--- config.mk ---
export PLATFORM = sky130hd
export DESIGN_NAME = truth_table_sweep
export DESIGN_NICKNAME = d
export VERILOG_FILES = /design/src/rtl/tt_sweep_pkg.sv /design/src/rtl/popcount_8.sv /design/src/rtl/truth_table_sweep.sv
export SDC_FILE = /design/constraint.sdc
export NUM_CORES = 1
export LEC_CHECK = 0
export ABC_AREA = 0
export CORE_UTILIZATION = 41
export CTS_CLUSTER_DIAMETER = 50
export DETAILED_ROUTE_END_ITERATION = 7
export HOLD_SLACK_MARGIN = 0.03
export PLACE_DENSITY = 0.64
export SLEW_MARGIN = 20
export SYNTH_ARGS = -nofsm -noshare
export SYNTH_HDL_FRONTEND = slang
export SYNTH_SLANG_ARGS = --single-unit
--- constraint.sdc ---
create_clock -name CLK -period 3.3 [get_ports CLK]
set_clock_uncertainty 0.15 [all_clocks]
set_input_delay 0.33 -clock CLK [delete_from_list [all_inputs] [get_ports CLK]]
set_output_delay 0.33 -clock CLK [all_outputs]
set_load 0.005 [all_outputs]
--- src/rtl/tt_sweep_pkg.sv ---
// Shared types and constants for the truth-table sweep tester.
// Holds the FSM encoding, counter widths and the golden table of F = !C && (!A || B).
package tt_sweep_pkg;

    localparam int IDX_W = 3;
    localparam int CNT_W = 4;
    localparam logic [7:0] DEFAULT_EXPECTED = 8'h45;

    typedef enum logic [1:0] {
        ST_IDLE   = 2'd0,
        ST_DRIVE  = 2'd1,
        ST_SAMPLE = 2'd2,
        ST_FIN    = 2'd3
    } state_t;

endpackage

--- src/rtl/popcount_8.sv ---
// Combinational population count of an 8-bit vector (result 0..8).
module popcount_8 (
    input  logic [7:0] din,
    output logic [3:0] count
);

    always_comb begin
        count = '0;
        for (int i = 0; i < 8; i++) begin
            count = count + {3'b000, din[i]};
        end
    end

endmodule

--- src/rtl/truth_table_sweep.sv ---
// Drives all eight {A,B,C} patterns into a 3-input gate, captures F per pattern
// and compares the captured table against EXPECTED.
module truth_table_sweep
    import tt_sweep_pkg::*;
#(
    parameter int unsigned SETTLE   = 1,  // hold cycles per pattern, 1..15
    parameter logic [7:0]  EXPECTED = DEFAULT_EXPECTED
) (
    input  logic       CLK,
    input  logic       RST,
    input  logic       START,
    input  logic       F,
    output logic       A,
    output logic       B,
    output logic       C,
    output logic       BUSY,
    output logic       DONE,
    output logic [7:0] TABLE,
    output logic       PASS,
    output logic [3:0] MISMATCH
);

    localparam logic [CNT_W-1:0] SETTLE_LAST = CNT_W'(SETTLE - 1);

    state_t           state;
    state_t           state_next;
    logic [IDX_W-1:0] idx;
    logic [CNT_W-1:0] settle_cnt;
    logic [3:0]       mismatch_now;
    logic             settle_done;
    logic             last_idx;

    assign settle_done = (settle_cnt == SETTLE_LAST);
    assign last_idx    = &idx;

    popcount_8 u_popcount (
        .din   (TABLE ^ EXPECTED),
        .count (mismatch_now)
    );

    // NOTE: sequential state uses non-blocking assignments so every register
    // samples the pre-edge values of the others, independent of block order.
    always_ff @(posedge CLK or posedge RST) begin
        if (RST) begin
            state <= ST_IDLE;
        end else begin
            state <= state_next;
        end
    end

    // NOTE: the default assignment ahead of the case keeps every path assigned,
    // so no latch is inferred for state_next.
    always_comb begin
        state_next = state;
        case (state)
            ST_IDLE:   if (START) state_next = ST_DRIVE;
            ST_DRIVE:  if (settle_done) state_next = ST_SAMPLE;
            ST_SAMPLE: state_next = last_idx ? ST_FIN : ST_DRIVE;
            ST_FIN:    state_next = ST_IDLE;
            default:   state_next = ST_IDLE;
        endcase
    end

    // NOTE: TABLE is a plain 8-bit register, not a memory, so it is cleared by
    // reset along with everything else and an aborted sweep leaves nothing behind.
    always_ff @(posedge CLK or posedge RST) begin
        if (RST) begin
            idx        <= '0;
            settle_cnt <= '0;
            {A, B, C}  <= 3'b000;
            BUSY       <= 1'b0;
            DONE       <= 1'b0;
            TABLE      <= '0;
            PASS       <= 1'b0;
            MISMATCH   <= '0;
        end else begin
            DONE <= 1'b0;
            case (state)
                ST_IDLE: begin
                    if (START) begin
                        TABLE      <= '0;
                        PASS       <= 1'b0;
                        MISMATCH   <= '0;
                        idx        <= '0;
                        settle_cnt <= '0;
                        {A, B, C}  <= 3'b000;
                        BUSY       <= 1'b1;
                    end
                end
                ST_DRIVE: begin
                    settle_cnt <= settle_done ? '0 : settle_cnt + 1'b1;
                end
                ST_SAMPLE: begin
                    TABLE[idx] <= F;
                    // idx parks at 7; only a new START returns it to 0
                    if (last_idx) begin
                        {A, B, C} <= 3'b000;
                    end else begin
                        idx       <= idx + 1'b1;
                        {A, B, C} <= idx + 1'b1;
                    end
                end
                ST_FIN: begin
                    DONE     <= 1'b1;
                    BUSY     <= 1'b0;
                    PASS     <= (TABLE == EXPECTED);
                    MISMATCH <= mismatch_now;
                end
                default: ;
            endcase
        end
    end

endmodule

Word-level counts from Yosys, hierarchy flattened

Cells that the tools add are included.

Memory bits (read-only): 0
Output and inout port bits: 18
Logic and storage cells: 69
Bits in writable memories: 0
Bits in latches: 0
Bits in registers: 27
Memories: 0

Multipliers: 0
Shift operators: 0
Add/subtract/negate cells: 9
Divide/modulo/power cells: 0
Bitwise gates (word level): 1
Reductions and logical operators: 12
Order comparisons: 2
Multiplexer cells: 27
Equality and inequality tests: 7

Operators by type and width:

| cell                                                                                 | number |
|---|---|
| 4-bit by 1-bit adder with 4-bit output                                               | 6 |
| 4-bit one-hot mux with 2 select lines                                                | 2 |
| 8-bit one-hot mux with 2 select lines                                                | 1 |
| 1-bit one-hot mux with 2 select lines                                                | 5 |
| 8-bit bitwise mux                                                                    | 1 |
| 8-bit by 7-bit equality test with 1-bit output (second input constant)               | 1 |
| 4-bit two-way mux                                                                    | 2 |
| 8-bit two-way mux                                                                    | 1 |
| 2-bit one-hot mux with 4 select lines                                                | 1 |
| 2-bit AND reduction                                                                  | 4 |
| 1-bit two-way mux                                                                    | 7 |
| 2-bit two-way mux                                                                    | 3 |
| 3-bit two-way mux                                                                    | 2 |
| 2-bit inequality test (second input constant)                                        | 3 |
| 3-bit one-hot mux with 2 select lines                                                | 1 |
| 3-bit AND reduction                                                                  | 2 |
| 2-bit nonzero test                                                                   | 3 |
| 4-bit by 1-bit adder with 4-bit output (second input constant)                       | 1 |
| 2-bit equality test (second input constant)                                          | 2 |
| 4-bit zero test                                                                      | 1 |
| 3-bit by 4-bit less-than comparator with 1-bit output (second input constant)        | 1 |
| 3-bit by 1-bit adder with 3-bit output (second input constant)                       | 1 |
| 1-bit demux with 3-bit select                                                        | 1 |
| 3-bit by 1-bit greater-or-equal comparator with 1-bit output (second input constant) | 1 |
| 5 further kinds                                                                      | 5 |

Depth between registers and ports, before layout

Depth after elaboration: 9
Gate-level depth with buffers: 12
Depth with buffers taken out: 12

By module

From an unflattened synthesis, not the netlist that was laid out.

Cells, all modules: 145
Area, all modules: 1,486.4 um^2

By module, submodules not included:

| module            | cells an instance | instances | area an instance (um^2) | seq. area each (um^2) |
|---|---|---|---|---|
| truth_table_sweep | 121               | 1         | 1,296.2                 | 675.6 |
| popcount_8        | 24                | 1         | 190.2                   | 0.0 |

Least setup slack after synthesis

No wires, ideal clock.

Kind: reg-to-reg
Start: register TABLE[0]
End: register MISMATCH[1]
Buffers on the path: 0
Stages on the path, launching flop included: 13
Data arrival time: 2.690 ns
Slack: 0.342 ns
Cell sequence: dfrtp_1 > inv_1 > ha_1 > inv_1 > fa_1 > inv_1 > fa_1 > inv_1 > fa_1 > inv_1 > fa_1 > nand3_1 > nand2_1

Longest elaborated chain between the ends: 9

RTL lines:

| element                                              | line                     | text |
|---|---|---|
| from (decl)                                          | truth_table_sweep.sv:18  | `output logic [7:0] TABLE,` |
| from (signal assigned)                               | truth_table_sweep.sv:73  | `TABLE <= '0;` |
| from (signal assigned)                               | truth_table_sweep.sv:81  | `TABLE <= '0;` |
| from (signal, indexed assignment)                    | truth_table_sweep.sv:94  | `TABLE[idx] <= F;` |
| 3-bit inverter (no source line)                      | --                       |  |
| 1-bit by 1-bit adder with 2-bit output               | popcount_8.sv:10         | `count = count + {3'b000, din[i]};` |
| 4-bit by 1-bit adder with 4-bit output (6 in series) | popcount_8.sv:10         |  |
| 4-bit one-hot mux with 2 select lines                | truth_table_sweep.sv:78  | `case (state)` |
| to (signal assigned)                                 | truth_table_sweep.sv:107 | `MISMATCH <= mismatch_now;` |
| to (decl)                                            | truth_table_sweep.sv:20  | `output logic [3:0] MISMATCH` |

Every way passes these cells.
A chain may end at the register's enable or synchronous reset.

Final worst setup path

Ends and elaborated chain as after synthesis.

==> impl_metrics.csv <==
group,metric,value,unit
cells_and_area,area_growth,15.8,%
logic_synthesis,yosysMostFrequentCell,"dfrtp_1",
clocking,clockRootBuffer,"clkbuf_4",
detailed_routing,dr.pass1.iters,4,
place,place.gp.congestion,0.831,
global_routing,grt_pass1_wl,4.73,mm
worst_setup_path,critPathLaunchType,"flop",
worst_setup_path,cp_common_cell,"inv_1",
logic_synthesis,syn_avg_cell_area,10.4,µm²
worst_setup_path,r2r_end,"MISMATCH[1]",
cells_and_area,multi_input_area,686,µm²
worst_setup_path,crit_type,"flop to flop",
timing,rsz0062_at_grt,"false",
clocking,cts-htree-levels,1,
die,io_pins,22,
logic_synthesis,synth-seq-cells,27,
die,die_area,0.00388,mm²
detailed_routing,wl,2.74,mm
logic_synthesis,synthTopCellsByCount,"dfrtp_1, inv_1, nand2_1",
detailed_routing,drt_first_iter_violations,24,
power_and_ir_drop,p_per_area,700,mW/mm²
worst_setup_path,path_depth,12,
timing,setup_viol,0,
cells_and_area,antenna_cells,0,
place,port_buffers,21,
global_routing,grtUsageTotal,0.154,
clocking,clock_sinks,27,
worst_setup_path,cp_cell_sequence,"inv_1, ha_1, inv_1, fa_1, inv_1, fa_1, inv_1, fa_1, inv_1, fa_1, nand3_1, nand2_1",
clocking,post-cts-setup-buffers,0,
detailed_routing,ant_nets,0,
worst_setup_path,crit_family,"adder cells",
global_routing,antenna_found_initial,0,
logic_synthesis,syn_inst,144,
power_and_ir_drop,finalPower,1210,µW
timing,finalHoldViolCount,0,
die,fp.dieW,62.3,µm
worst_setup_path,critPathArrivalTime,3.14,ns
power_and_ir_drop,ir_drop,0.000332,V
timing,finalMaxSlewViolations,0,
clocking,ctsHoldBuffers,0,
clocking,cts_resized,0,
clocking,cts_tree,"yes",
die,initial_core_util,0.437,
worst_setup_path,critPathSlowestCell,"fa_1",
worst_setup_path,required,3.38,ns
logic_synthesis,yosys.area.top_type,"dfrtp_1",
timing,min_period,3.06,ns
logic_synthesis,synth_edf_count,0,
worst_setup_path,crit_end,"MISMATCH[1]",
timing,fin_crit_sh,0.928,
place,hpwlAfterDp,1.98,mm
logic_synthesis,yosysWarnings,0,
global_routing,grt_max_degree,28,
worst_setup_path,cp-startpoint,"TABLE[0]",
clocking,path_clk_slew,0.14,ns
logic_synthesis,synth_cell_types,36,
status,status,"finished, final reports clean",
cells_and_area,fin_nets,177,
detailed_routing,drcViolationCount,0,
clocking,clockBufferDepth,2,
timing,timing.setup.tns,0,ns
logic_synthesis,yosysTopAreaCellShare,0.453,
die,coreArea,0.00342,mm²
detailed_routing,via_count,1052,
logic_synthesis,syn-cell-area,0.00149,mm²
timing,clock.fmax,327,MHz
flow_run,maxCapViolCount,0,
cells_and_area,layout-drive-gt1-share,0.0500,
global_routing,overflow,0,
die,rows,21,
detailed_routing,via_per_inst,5.11,
detailed_routing,wire_per_inst,13.3,µm
clocking,worstSkewPairLatency,0.32,ns
timing,tightest_slew,0.619,ns
worst_setup_path,slowest_delay,0.47,ns
logic_synthesis,synth_ff_type,"dfrtp_1",
hold_path,min_path_type,"input port to asynchronous set/reset pin",
logic_synthesis,async_flop_share,1.00,
clocking,cts_buffers,3,
global_routing,grt_pass1_vias,1023,
logic_synthesis,syn_nets,160,
worst_setup_path,crit_path_end_kind,"flop",
die,dieHeight,62.3,µm
timing,slew_headroom,0.587,
logic_synthesis,synthTopCellsByArea,"dfrtp_1, ha_1, fa_1, inv_1, mux2i_1",
worst_setup_path,reg2reg_slack,0.24,ns
worst_setup_path,path_buf_inv,5,
cells_and_area,register_area,676,µm²
cells_and_area,fill_cells,319,
worst_setup_path,r2r_start,"TABLE[0]",
logic_synthesis,synth-seq-area-share,0.453,
worst_setup_path,worst_r2r_path_depth,12,
power_and_ir_drop,leakage,0.000800,µW
worst_setup_path,crit_fanout,4,
flip-flops by register name, summed over array words and instances (netlist names), 2 cells and up:
name        cells
MISMATCH        4
TABLE           8
idx             3
settle_cnt      4
state           2
per-stage QoR:
step	hold slack, ns	setup slack, ns	utilization	cell area (µm²)	std cells
3_5_place_dp	0.328	0.257	0.498	1700	202
5_1_grt	0.240	0.108	0.505	1730	206
3_3_place_gp	0.310	0.319	0.498	1700	202
4_1_cts	0.361	0.232	0.505	1730	206
6_report	0.214	0.239	0.505	1730	206
2_1_floorplan	0.233	0.342	-	1490	144
placed cells by master (no fill, tap or decap), drive strengths merged, types with 2 or more instances in the layout:
| master | netlist | final |
|---|---|---|
| fa | 4 | 4 |
| dfrtp | 27 | 27 |
| nand3 | 10 | 10 |
| inv | 19 | 19 |
| nand2b | 3 | 3 |
| o21ai | 10 | 10 |
| nor2 | 2 | 2 |
| a22o | 2 | 2 |
| nor2b | 3 | 3 |
| nand2 | 15 | 15 |
| ha | 8 | 8 |
| nand4b | 2 | 2 |
| clkbuf | 4 | 4 |
| clkdlybuf4s50 | 0 | 21 |
| mux2i | 6 | 6 |
| a21o | 2 | 2 |
| nor4b | 2 | 2 |
| a32o | 4 | 4 |
per-layer routing:
metal	vias to the layer above	routed length [µm]	global-route usage	part of all wire
li1	525	-	-	-
met1	513	1290	0.195	0.47
met2	12	1380	0.264	0.50
met3	2	56	0.0239	0.020
met4	0	15	0.0610	0.0055
met5	-	0	0	0
cells by family (layout without fill, tap and decap cells):
family,Yosys count,in the layout,synth area share
AND/OR/NAND/NOR,45,45,0.168
buffers and inverters,28,44,0.0872
flip-flops,27,27,0.453
AO/OA/AOI/OAI,24,24,0.119
adder cells (fa/ha/maj),12,12,0.121
multiplexers,6,6,0.0403
XOR/XNOR,2,2,0.0117
power by group:
part | internal (µW) | total [µW] | leakage [µW] | switching [µW]
clock network | 47.3 | 141 | 0.0000150 | 94.1
logic | 282 | 531 | 0.000423 | 249
registers | 422 | 536 | 0.000362 | 115
total | 751 | 1210 | 0.000800 | 458
worst min path at each step:
stage | cells after the start | end | slack (ns)
floorplan | 1 | A | 0.23
global placement | 2 | BUSY | 0.31
detailed placement | 2 | BUSY | 0.33
CTS | 2 | BUSY | 0.36
global route | 2 | PASS | 0.24
finish | 2 | MISMATCH[0] | 0.21
cell type report:
class / instances / share of cell area
clock buffer: 4 / 0.0152
inverter: 19 / 0.0413
multi-input combinational: 89 / 0.397
sequential: 27 / 0.391
tap: 46 / 0.0333
timing repair buffer: 21 / 0.122
(Power assumes the default switching activity.)
